### src/rtl/mem_bus_ctrl_pkg.sv
// Shared definitions for the MEM-stage AXI-Lite data master.
// Covers size codes, AXI response codes, FSM state encoding and the alignment check.
package mem_bus_ctrl_pkg;

  localparam logic [1:0] MEM_SIZE_B = 2'd0;
  localparam logic [1:0] MEM_SIZE_H = 2'd1;
  localparam logic [1:0] MEM_SIZE_W = 2'd2;

  localparam logic [1:0] RESP_OKAY   = 2'b00;
  localparam logic [1:0] RESP_SLVERR = 2'b10;
  localparam logic [1:0] RESP_DECERR = 2'b11;

  typedef enum logic [1:0] {
    ST_IDLE = 2'd0,
    ST_RD   = 2'd1,
    ST_WR   = 2'd2,
    ST_DONE = 2'd3
  } state_t;

  // The reserved size code 3 is treated as a word access.
  function automatic logic is_misaligned(input logic [1:0] size, input logic [1:0] addr_lo);
    case (size)
      MEM_SIZE_B: is_misaligned = 1'b0;
      MEM_SIZE_H: is_misaligned = addr_lo[0];
      default:    is_misaligned = |addr_lo;
    endcase
  endfunction

endpackage

### src/rtl/mem_lane_align.sv
// Byte-lane steering between the right-justified core data and the 32-bit bus.
// Produces store strobes and replicated store data, plus the shifted and extended load result.
module mem_lane_align
  import mem_bus_ctrl_pkg::*;
#(
  parameter int DATA_W = 32
) (
  input  logic [1:0]        addr_lo,
  input  logic [1:0]        size,
  input  logic              sign,
  input  logic [DATA_W-1:0] st_data,
  input  logic [DATA_W-1:0] rdata,
  output logic [3:0]        wstrb,
  output logic [DATA_W-1:0] wdata,
  output logic [DATA_W-1:0] ld_data
);

  logic [DATA_W-1:0] shifted;

  always_comb begin
    wstrb   = 4'b1111;
    wdata   = st_data;
    ld_data = '0;
    shifted = rdata >> {addr_lo, 3'b000};
    case (size)
      MEM_SIZE_B: begin
        wstrb   = 4'b0001 << addr_lo;
        wdata   = {4{st_data[7:0]}};
        ld_data = {{24{sign & shifted[7]}}, shifted[7:0]};
      end
      MEM_SIZE_H: begin
        wstrb   = 4'b0011 << {addr_lo[1], 1'b0};
        wdata   = {2{st_data[15:0]}};
        ld_data = {{16{sign & shifted[15]}}, shifted[15:0]};
      end
      default: begin
        ld_data = shifted;
      end
    endcase
  end

endmodule

### src/rtl/mem_bus_ctrl.sv
// MEM-stage load/store sequencer onto an AXI-Lite data master, one access in flight.
// Stalls the pipeline from acceptance until the response handshake, then flags DONE for one cycle.
module mem_bus_ctrl
  import mem_bus_ctrl_pkg::*;
#(
  parameter int ADDR_W = 32,
  parameter int DATA_W = 32
) (
  input  logic              clk,
  input  logic              resetn,
  input  logic              mem_req_i,
  input  logic              mem_we_i,
  input  logic [1:0]        mem_size_i,
  input  logic              mem_sign_i,
  input  logic [ADDR_W-1:0] mem_addr_i,
  input  logic [DATA_W-1:0] mem_wdata_i,
  output logic              stall_o,
  output logic [DATA_W-1:0] load_data_o,
  output logic              load_valid_o,
  output logic              addr_err_o,
  output logic              bus_err_o,
  output logic [ADDR_W-1:0] awaddr,
  output logic              awvalid,
  input  logic              awready,
  output logic [DATA_W-1:0] wdata,
  output logic [3:0]        wstrb,
  output logic              wvalid,
  input  logic              wready,
  input  logic [1:0]        bresp,
  input  logic              bvalid,
  output logic              bready,
  output logic [ADDR_W-1:0] araddr,
  output logic              arvalid,
  input  logic              arready,
  input  logic [DATA_W-1:0] rdata,
  input  logic [1:0]        rresp,
  input  logic              rvalid,
  output logic              rready
);

  state_t            state_q, state_d;
  logic [ADDR_W-1:0] addr_q;
  logic [1:0]        size_q;
  logic              sign_q, we_q, err_q;
  logic [3:0]        wstrb_q;
  logic [DATA_W-1:0] wdata_q, load_data_q;
  logic              arvalid_q, awvalid_q, wvalid_q;

  logic              misaligned, accept, idle;
  logic [1:0]        al_addr, al_size;
  logic              al_sign;
  logic [3:0]        al_wstrb;
  logic [DATA_W-1:0] al_wdata, al_ld_data;

  assign idle       = (state_q == ST_IDLE);
  assign misaligned = is_misaligned(mem_size_i, mem_addr_i[1:0]);
  assign accept     = idle & mem_req_i & ~misaligned;

  // Live request steers the lanes while idle; the latched access is used afterwards.
  assign al_addr = idle ? mem_addr_i[1:0] : addr_q[1:0];
  assign al_size = idle ? mem_size_i      : size_q;
  assign al_sign = idle ? mem_sign_i      : sign_q;

  mem_lane_align #(.DATA_W(DATA_W)) u_align (
    .addr_lo (al_addr),
    .size    (al_size),
    .sign    (al_sign),
    .st_data (mem_wdata_i),
    .rdata   (rdata),
    .wstrb   (al_wstrb),
    .wdata   (al_wdata),
    .ld_data (al_ld_data)
  );

  assign rready       = (state_q == ST_RD);
  assign bready       = (state_q == ST_WR) & ~awvalid_q & ~wvalid_q;
  assign stall_o      = accept | (state_q == ST_RD) | (state_q == ST_WR);
  assign addr_err_o   = mem_req_i & misaligned;
  assign load_valid_o = (state_q == ST_DONE) & ~we_q;
  assign bus_err_o    = (state_q == ST_DONE) & err_q;
  assign load_data_o  = load_data_q;
  assign awaddr       = addr_q;
  assign araddr       = addr_q;
  assign wdata        = wdata_q;
  assign wstrb        = wstrb_q;
  assign arvalid      = arvalid_q;
  assign awvalid      = awvalid_q;
  assign wvalid       = wvalid_q;

  always_ff @(posedge clk or negedge resetn) begin
    if (!resetn) state_q <= ST_IDLE;
    else         state_q <= state_d;
  end

  always_comb begin
    state_d = state_q;
    case (state_q)
      ST_IDLE: if (accept) state_d = mem_we_i ? ST_WR : ST_RD;
      ST_RD:   if (rvalid & rready) state_d = ST_DONE;
      ST_WR:   if (bvalid & bready) state_d = ST_DONE;
      default: state_d = ST_IDLE;
    endcase
  end

  always_ff @(posedge clk or negedge resetn) begin
    if (!resetn) begin
      addr_q      <= '0;
      size_q      <= MEM_SIZE_W;
      sign_q      <= 1'b0;
      we_q        <= 1'b0;
      err_q       <= 1'b0;
      wstrb_q     <= '0;
      wdata_q     <= '0;
      load_data_q <= '0;
      arvalid_q   <= 1'b0;
      awvalid_q   <= 1'b0;
      wvalid_q    <= 1'b0;
    end else if (accept) begin
      addr_q    <= mem_addr_i;
      size_q    <= mem_size_i;
      sign_q    <= mem_sign_i;
      we_q      <= mem_we_i;
      wstrb_q   <= al_wstrb;
      wdata_q   <= al_wdata;
      arvalid_q <= ~mem_we_i;
      awvalid_q <= mem_we_i;
      wvalid_q  <= mem_we_i;
    end else begin
      if (arvalid_q & arready) arvalid_q <= 1'b0;
      if (awvalid_q & awready) awvalid_q <= 1'b0;
      if (wvalid_q & wready)   wvalid_q  <= 1'b0;
      if (rvalid & rready) begin
        load_data_q <= al_ld_data;
        err_q       <= (rresp != RESP_OKAY);
      end
      if (bvalid & bready) err_q <= (bresp != RESP_OKAY);
    end
  end

endmodule

### config.mk
export PLATFORM = sky130hd
export DESIGN_NAME = mem_bus_ctrl
export DESIGN_NICKNAME = d
export VERILOG_FILES = /design/src/rtl/mem_bus_ctrl_pkg.sv /design/src/rtl/mem_lane_align.sv /design/src/rtl/mem_bus_ctrl.sv
export SDC_FILE = /design/constraint.sdc
export NUM_CORES = 1
export LEC_CHECK = 0
export CAP_MARGIN = 20
export CORE_MARGIN = 3
export CORE_UTILIZATION = 44
export CTS_BUF_LIST = sky130_fd_sc_hd__clkbuf_4
export DETAILED_ROUTE_END_ITERATION = 8
export GPL_TIMING_DRIVEN = 0
export PLACE_DENSITY = 0.83
export SLEW_MARGIN = 10
export SYNTH_ARGS = -nofsm -noshare
export SYNTH_HDL_FRONTEND = slang
export SYNTH_HIERARCHICAL = 1
export SYNTH_SLANG_ARGS = --single-unit
### constraint.sdc
create_clock -name clk -period 3.4 [get_ports clk]
set_clock_uncertainty 0.05 [all_clocks]
set_input_delay 0.68 -clock clk [delete_from_list [all_inputs] [get_ports clk]]
set_output_delay 0.68 -clock clk [all_outputs]
set_load 0.05 [all_outputs]
# Word-level counts from Yosys, hierarchy flattened

Cells that the tools add are included.

Flip-flop bits (word level): 110
Output and inout bits: 141
Logic and storage cells: 78

Eq/ne operators: 8
Mux-type cells: 20
Shift-type cells: 3
Reductions and logical operators: 13
Bitwise operators: 22

Operators by type and width:

| cell                | count |
|---|---|
| $pmux 32 s2         | 2 |
| $shr 32x5->32       | 1 |
| $and 1x1->1         | 14 |
| $mux 2              | 6 |
| $reduce_bool 2->1   | 6 |
| $mux 1              | 9 |
| $pmux 4 s2          | 1 |
| $eq 2x1->1 const B  | 3 |
| $logic_not 2->1     | 3 |
| $not 1->1           | 6 |
| $pmux 2 s3          | 1 |
| $eq 2x2->1 const B  | 2 |
| $ne 2x1->1 const B  | 2 |
| $reduce_and 2->1    | 2 |
| $shl 1x2->4 const A | 1 |
| $shl 2x2->4 const A | 1 |
| $reduce_and 3->1    | 1 |
| $ne 2x2->1 const B  | 1 |
| $or 1x1->1          | 2 |
| $pmux 1 s2          | 1 |
| $reduce_or 2->1     | 1 |

# Depth between registers and ports, before layout

Gate-level depths: netlist (run 1).

Word-level depth: 6
Depth in mapped cells: 10
Gate-level depth less buffers: 7

# Cells and area by module

The synthesis (run 1) kept the hierarchy.

By module, submodules not included:

| module         | area an instance (µm²) | cells an instance | instances | seq. area each (µm²) |
|---|---|---|---|---|
| mem_bus_ctrl   | 4583.1                 | 310               | 1         | 2753.9 |
| mem_lane_align | 1330.0                 | 185               | 1         | 0.0 |

# Worst setup path after synthesis (run 1)

Ideal clock, no wire load.

Path kind: in2out
Start: in mem_size_i[0]
End: out stall_o
Stages on the path: 4
Buffers on the path: 1
Arrival: 1.951 ns
Path slack: 0.719 ns
Cells stage by stage: or2_1 a211oi_4 clkbuf_1 or3_1

Word-level cells in the longest chain between the ends: 6
Elaborated cells between the ends (all ways): 7
Those cells by class: eq/ne: 1; mux: 1; bitwise: 4; reduce/logical: 1

RTL lines:

| what                                          | RTL line               | text |
|---|---|---|
| start: declaration                            | mem_bus_ctrl.sv:13     | `input logic [1:0] mem_size_i,` |
| $eq 2x1->1 or $logic_not 2->1 (tied branches) | mem_bus_ctrl_pkg.sv:22 | `case (size)` |
| $pmux 1 s2 *                                  | mem_bus_ctrl_pkg.sv:22 |  |
| $not 1->1 *                                   | mem_bus_ctrl.sv:57     | `assign accept = idle & mem_req_i & ~misaligned;` |
| $and 1x1->1 *                                 | mem_bus_ctrl.sv:57     |  |
| $or 1x1->1 * (2 in series)                    | mem_bus_ctrl.sv:77     | `assign stall_o = accept \| (state_q == ST_RD) \| (state_q == ST_WR);` |
| end: declaration                              | mem_bus_ctrl.sv:17     | `output logic stall_o,` |

Mark *: on every way between the ends. The rest lies on a longest branch, timed or not.

# Final worst setup path (run 1)

Start: reg state_q[1]
End: out stall_o

Word-level cells in the longest chain between the ends: 5
Elaborated cells between the ends (all ways): 7
Those cells by class: eq/ne: 2; bitwise: 4; reduce/logical: 1

RTL lines:

| what                      | RTL line           | text |
|---|---|---|
| start: declaration        | mem_bus_ctrl.sv:41 | `state_t state_q, state_d;` |
| start signal: assignment  | mem_bus_ctrl.sv:92 | `else state_q <= state_d;` |
| $logic_not 2->1           | mem_bus_ctrl.sv:55 | `assign idle = (state_q == ST_IDLE);` |
| $and 1x1->1 (2 in series) | mem_bus_ctrl.sv:57 |  |
| $or 1x1->1                | mem_bus_ctrl.sv:77 |  |
| $or 1x1->1 *              | mem_bus_ctrl.sv:77 |  |

Marked as above.

==> metrics.cfg, run 1 <==
[placed_design]
place_congestion=0.8965
dp_slack_ns=-0.6420
io_buffers=252
dp.cells=920
hpwl_mm=13.58

[status]
status=completed

[clocking]
clkSlewWorstSetupHoldPaths_ns=0.17
cts_buffers=9
cts_max_level=3
cts_buffer_depth=2
cts-root-buf=clkbuf_4
cts_hold_buf=0
clk_latency_ns=0.47
cts.sinks=110
cts_tree=yes

[sta]
max_freq_ghz=0.3164
rsz0062_at_grt=false
hold_viol_final=0
setup_viol=0
setup_ws_ns=0.2397
maxSlewViolCount=0
period_share=0.9295
worst_slew_pin_slew_ns=0.7937
timing.final.crit_period_ns=3.160
max_slew_margin=0.4698

[yosys]
syn_area_sq_um=5913
synthSimpleGateAreaFrac=0.07935
ys_types=43
synth.avg_cell_area_sq_um=11.95
synth_top_family_by_area=multiplexers
synth_nets=612
synth_compound_area_frac=0.06877
netlist.area_leader.share=0.4613
synth_top_area_cell=dfrtp_1
synth_seq_area_share=0.4657
synth_adder_area_share=0.01058
synth_xor_area_frac=0.001481
synth_edf_count=0
synth_seq_cells=110
async_reset_ff_frac=1.000
netlist_top_cells_area=dfrtp_1, mux2_2, mux2_1, buf_4, mux2i_1
synthMuxAreaShare=0.2901
ys.flop_type=dfrtp_1
yosys_warnings=6
synthCells=495

[worst_setup_path]
ff2ff_path_depth=9
crit_type=flop to output port
cp-end-kind=output port
reg2reg_slack_ns=0.42
r2r_start=state_q[1]
cp_slowest_cell=dfrtp_1
path_max_fanout=10
cp.required_ns=2.67
rr_endpoint=wdata[14]
cp_slowest_stage_delay_ns=0.47
start_kind=flop
crit_path_frequent_cell=inv_1
arrival_ns=2.43
path_cells=inv_1 -> ha_1 -> buf_2 -> inv_1 -> a211oi_4 -> clkbuf_2 -> or3_1 -> clkdlybuf4s15_2

[detailed_routing]
wl_per_cell_um=18.28
wl_mm=17.13
vias=4789
drt-initial-drc-count=249
routed_via_density=5.111
first_pass_iters=5
ant_nets=0
drc=0

[floorplan]
die_area_sq_um=14870
rows=41
chipWidth_um=121.9
initial_core_util=0.4592
dieHeight_um=121.9
io_pins=253
core_sq_um=12880

[layout]
fillerInstances=968
regArea_sq_um=2754
drive_above_1_share=0.2693
antenna_cells=0
fin_cells=937
multiInputGateArea_sq_um=2663
syn2layout_area_growth_pct=49.32
nets=877
utilization=0.6857

[global_route]
grt_pass1_vias=5198
grt_max_degree=68
grt_antenna_before_repair=0
track_usage=0.2335
grt.overflow.total=0
grt_first_pass_wirelength_mm=26.95

[flow_run]
maxCapViolations=0

[worst_hold_path]
hp-class=input port to asynchronous set/reset pin

-- critical path, delay by kind of cell, from the launching register on --
kind            cells  cell delay (ns)
buf+inv             5             1.02
fa+ha+maj           1             0.14
compound gates      1             0.18
simple gates        1             0.13
flops               1             0.47
-- per-layer routing --
metal  vias to the layer above  wire length, um  GRT usage
li1                       2241                -          -
met1                      2339             6539     0.2685
met2                       174             8937     0.4157
met3                        35             1203    0.06314
met4                         0              448    0.08683
met5                         -                0          0
-- cells in the final DEF (no fill, tap or decap), drive strengths merged, types with 3 or more instances in the layout --
master	n
a211oi	8
a21oi	25
a22oi	7
and2	3
buf	68
clkbuf	14
clkdlybuf4s50	250
clkinv	4
dfrtp	109
ha	5
inv	11
mux2	136
mux2i	18
nand2	22
nand2b	3
nand3	9
nand4	10
nor2	10
nor2b	11
o21ai	13
o21bai	4
or2	9
-- cell type report --
cell class              instances  share of cell area
repair buffers                254              0.2899
inverters                       9            0.003826
well taps                     172             0.02437
multi-input cells             306              0.3015
clock buffers                   9            0.007652
plain buffers                  70             0.05257
flip-flops and latches        110              0.3119
clock inverters                 7            0.008219
-- Yosys cell counts, drive strengths merged (3+ instances only) --
cell and number:
o21ai 13, mux2i 18, ha 5, a21oi 25, nand3 9, a211oi 8
mux2 136, buf 65, nand2b 3, and2 3, nor2 10, clkbuf 5
nand4 10, inv 9, a22oi 7, o21bai 4, nand2 22, or2 9
dfrtp 109, nor2b 11
-- sequential cells by signal (all words and copies together), names as in the netlist --
signal       flops
araddr          32
load_data_o     32
wdata           32
wstrb            4
size_q           2
state_q          2
arvalid          1
awvalid          1
err_q            1
sign_q           1
we_q             1
wvalid           1
-- how the worst max path moves through the flow --
stage / to / startpoint / slack [ns]
after global routing: stall_o / state_q[0] / 0.04
after global placement: araddr[20] / resetn / -2.56
after floorplan: stall_o / mem_size_i[0] / 0.72
final: stall_o / state_q[1] / 0.24
after CTS: stall_o / state_q[0] / 0.05
after detailed placement: stall_o / mem_size_i[1] / -0.64
-- what timing repair did --
action                                  4_1_cts  5_1_grt
resized for setup                             3        2
buffers inserted                              1        0
pin swaps                                     1        0
endpoints found under the setup margin        1        1
-- cell families after synthesis --
| family | Yosys count |
|---|---|
| fa+ha+maj | 5 |
| flops | 110 |
| mux | 154 |
| simple gates | 84 |
| xor+xnor | 1 |
| buf+inv | 79 |
| compound gates | 62 |
-- per-stage QoR --
| stage | setup TNS, ns | hold WS, ns | instance area (sq um) |
|---|---|---|---|
| floorplan | 0 | 0.3344 | 5913 |
| global placement | -279.34 | 0.4187 | 8651 |
| detailed placement | -0.6420 | 0.4255 | 8680 |
| CTS | 0 | 0.02736 | 8828 |
| global route | 0 | 0.02213 | 8830 |
| finish | 0 | 0.04612 | 8830 |
Power of run 1 is not shown: default switching activity piles up to over one toggle a cycle in this logic, so the estimate is an artifact.
==> run 2, diff against run 1 <==
- GPL_TIMING_DRIVEN: 0 -> default
==> metrics.cfg, run 2 (synthesized netlist as in run 1, its figures left out) <==
[worst_setup_path]
cp-end-kind=output port
cp_slowest_cell=dfrtp_1
cp_top_family=flip-flops
path_max_fanout=9
cp_num_buf_inv=3
ff2ff_path_depth=8
start_kind=flop
rr_endpoint=load_data_o[28]
crit_type=flop to output port
reg2reg_slack_ns=0.52
arrival_ns=2.40
cp_slowest_stage_delay_ns=0.46
r2r_start=state_q[0]
cp.required_ns=2.67
crit_path_frequent_cell=inv_1
path_cells=inv_1 -> ha_1 -> inv_1 -> a211oi_4 -> or3_1 -> buf_12

[global_route]
grt_pass1_vias=4846
grt_max_degree=59
grt.overflow.total=0
grt_antenna_before_repair=0
track_usage=0.2134
grt_first_pass_wirelength_mm=24.95

[sta]
rsz0062_at_grt=false
period_share=0.9211
max_slew_margin=0.4223
maxSlewViolCount=0
setup_viol=0
worst_slew_pin_slew_ns=0.8646
tns_ns=0
max_freq_ghz=0.3193
hold_viol_final=0
timing.hold.ws_ns=0.1696
timing.final.crit_period_ns=3.132

[floorplan]
chipWidth_um=121.9
rows=41
initial_core_util=0.4592
io_pins=253
core_sq_um=12880
die_area_sq_um=14870
dieHeight_um=121.9

[clocking]
cts_tree=yes
cts_buffers=9
cts.sinks=110
cts-root-buf=clkbuf_4
clk_latency_ns=0.47
cts_max_level=3
clkSlewWorstSetupHoldPaths_ns=0.17
cts_resized=0
cts_buffer_depth=2

[layout]
antenna_cells=0
layout_commonest_cell=clkdlybuf4s50_1
utilization=0.6552
fillerInstances=1010
mostFrequentLayoutCells=clkdlybuf4s50_1, dfrtp_1, mux2_2
nets=816
syn2layout_area_growth_pct=42.68
drive_above_1_share=0.2159

[worst_hold_path]
hp-class=input port to asynchronous set/reset pin

[detailed_routing]
ant_nets=0
drc=0
routed_via_density=5.244
drt-initial-drc-count=274
wl_mm=15.91
first_pass_iters=4
vias=4594
wl_per_cell_um=18.16

[placed_design]
place_congestion=0.8898
hpwl_mm=12.20
io_buffers=252

[flow_run]
maxCapViolations=0

[status]
status=completed

==> run 2: cell types whose count changed in the layout (fill, tap and decap cells not counted), sizes merged <==
cell           previous run  this run
clkinvlp                  0         3
bufinv                    1         0
clkdlybuf4s15             1         0
clkbuf                   14        10
buf                      68        14
clkdlybuf4s50           250       249
clkinv                    4         1
==> run 2: per-stage QoR <==
stage          setup slack, ns  cell area, sq um  std cells
4_1_cts                 0.2122              8429        875
2_1_floorplan           0.7186              5913        495
3_3_place_gp            0.3416              8308        859
6_report                0.2684              8437        876
5_1_grt                0.08972              8437        876
3_5_place_dp            0.1758              8308        859
==> run 2: what timing repair did <==
item,CTS,global route
endpoints found under the hold margin,0,0
setup endpoints to repair,0,5
hold buffers,0,0
setup buffers,0,1
==> run 2: final cells by class <==
| type | count | area (sq um) | share of cell area |
|---|---|---|---|
| flip-flops and latches | 110 | 2754 | 0.3264 |
| well taps | 172 | 215.2 | 0.02551 |
| multi-input cells | 306 | 2665 | 0.3159 |
| clock buffers | 10 | 75.07 | 0.008898 |
| inverters | 9 | 33.78 | 0.004004 |
| clock inverters | 6 | 46.29 | 0.005487 |
| repair buffers | 263 | 2648 | 0.3138 |
==> run 2: layer usage <==
layer | GRT usage | up-vias | wire, um
met5 | 0 | - | 0
met4 | 0.06373 | 0 | 241
met3 | 0.05803 | 19 | 1164
met2 | 0.3823 | 161 | 8381
met1 | 0.2498 | 2293 | 6124
li1 | - | 2121 | -
==> run 2: worst max path at each step <==
stage / start / end / slack, ns / cells past startpoint
6_report: state_q[0] / stall_o / 0.27 / 6
5_1_grt: state_q[1] / stall_o / 0.09 / 6
4_1_cts: state_q[0] / stall_o / 0.21 / 6
3_5_place_dp: mem_addr_i[1] / load_data_o[17] / 0.18 / 6
3_3_place_gp: mem_addr_i[1] / load_data_o[31] / 0.34 / 6
2_1_floorplan: mem_size_i[0] / stall_o / 0.72 / 4
Power of run 2 is left out for the same reason.
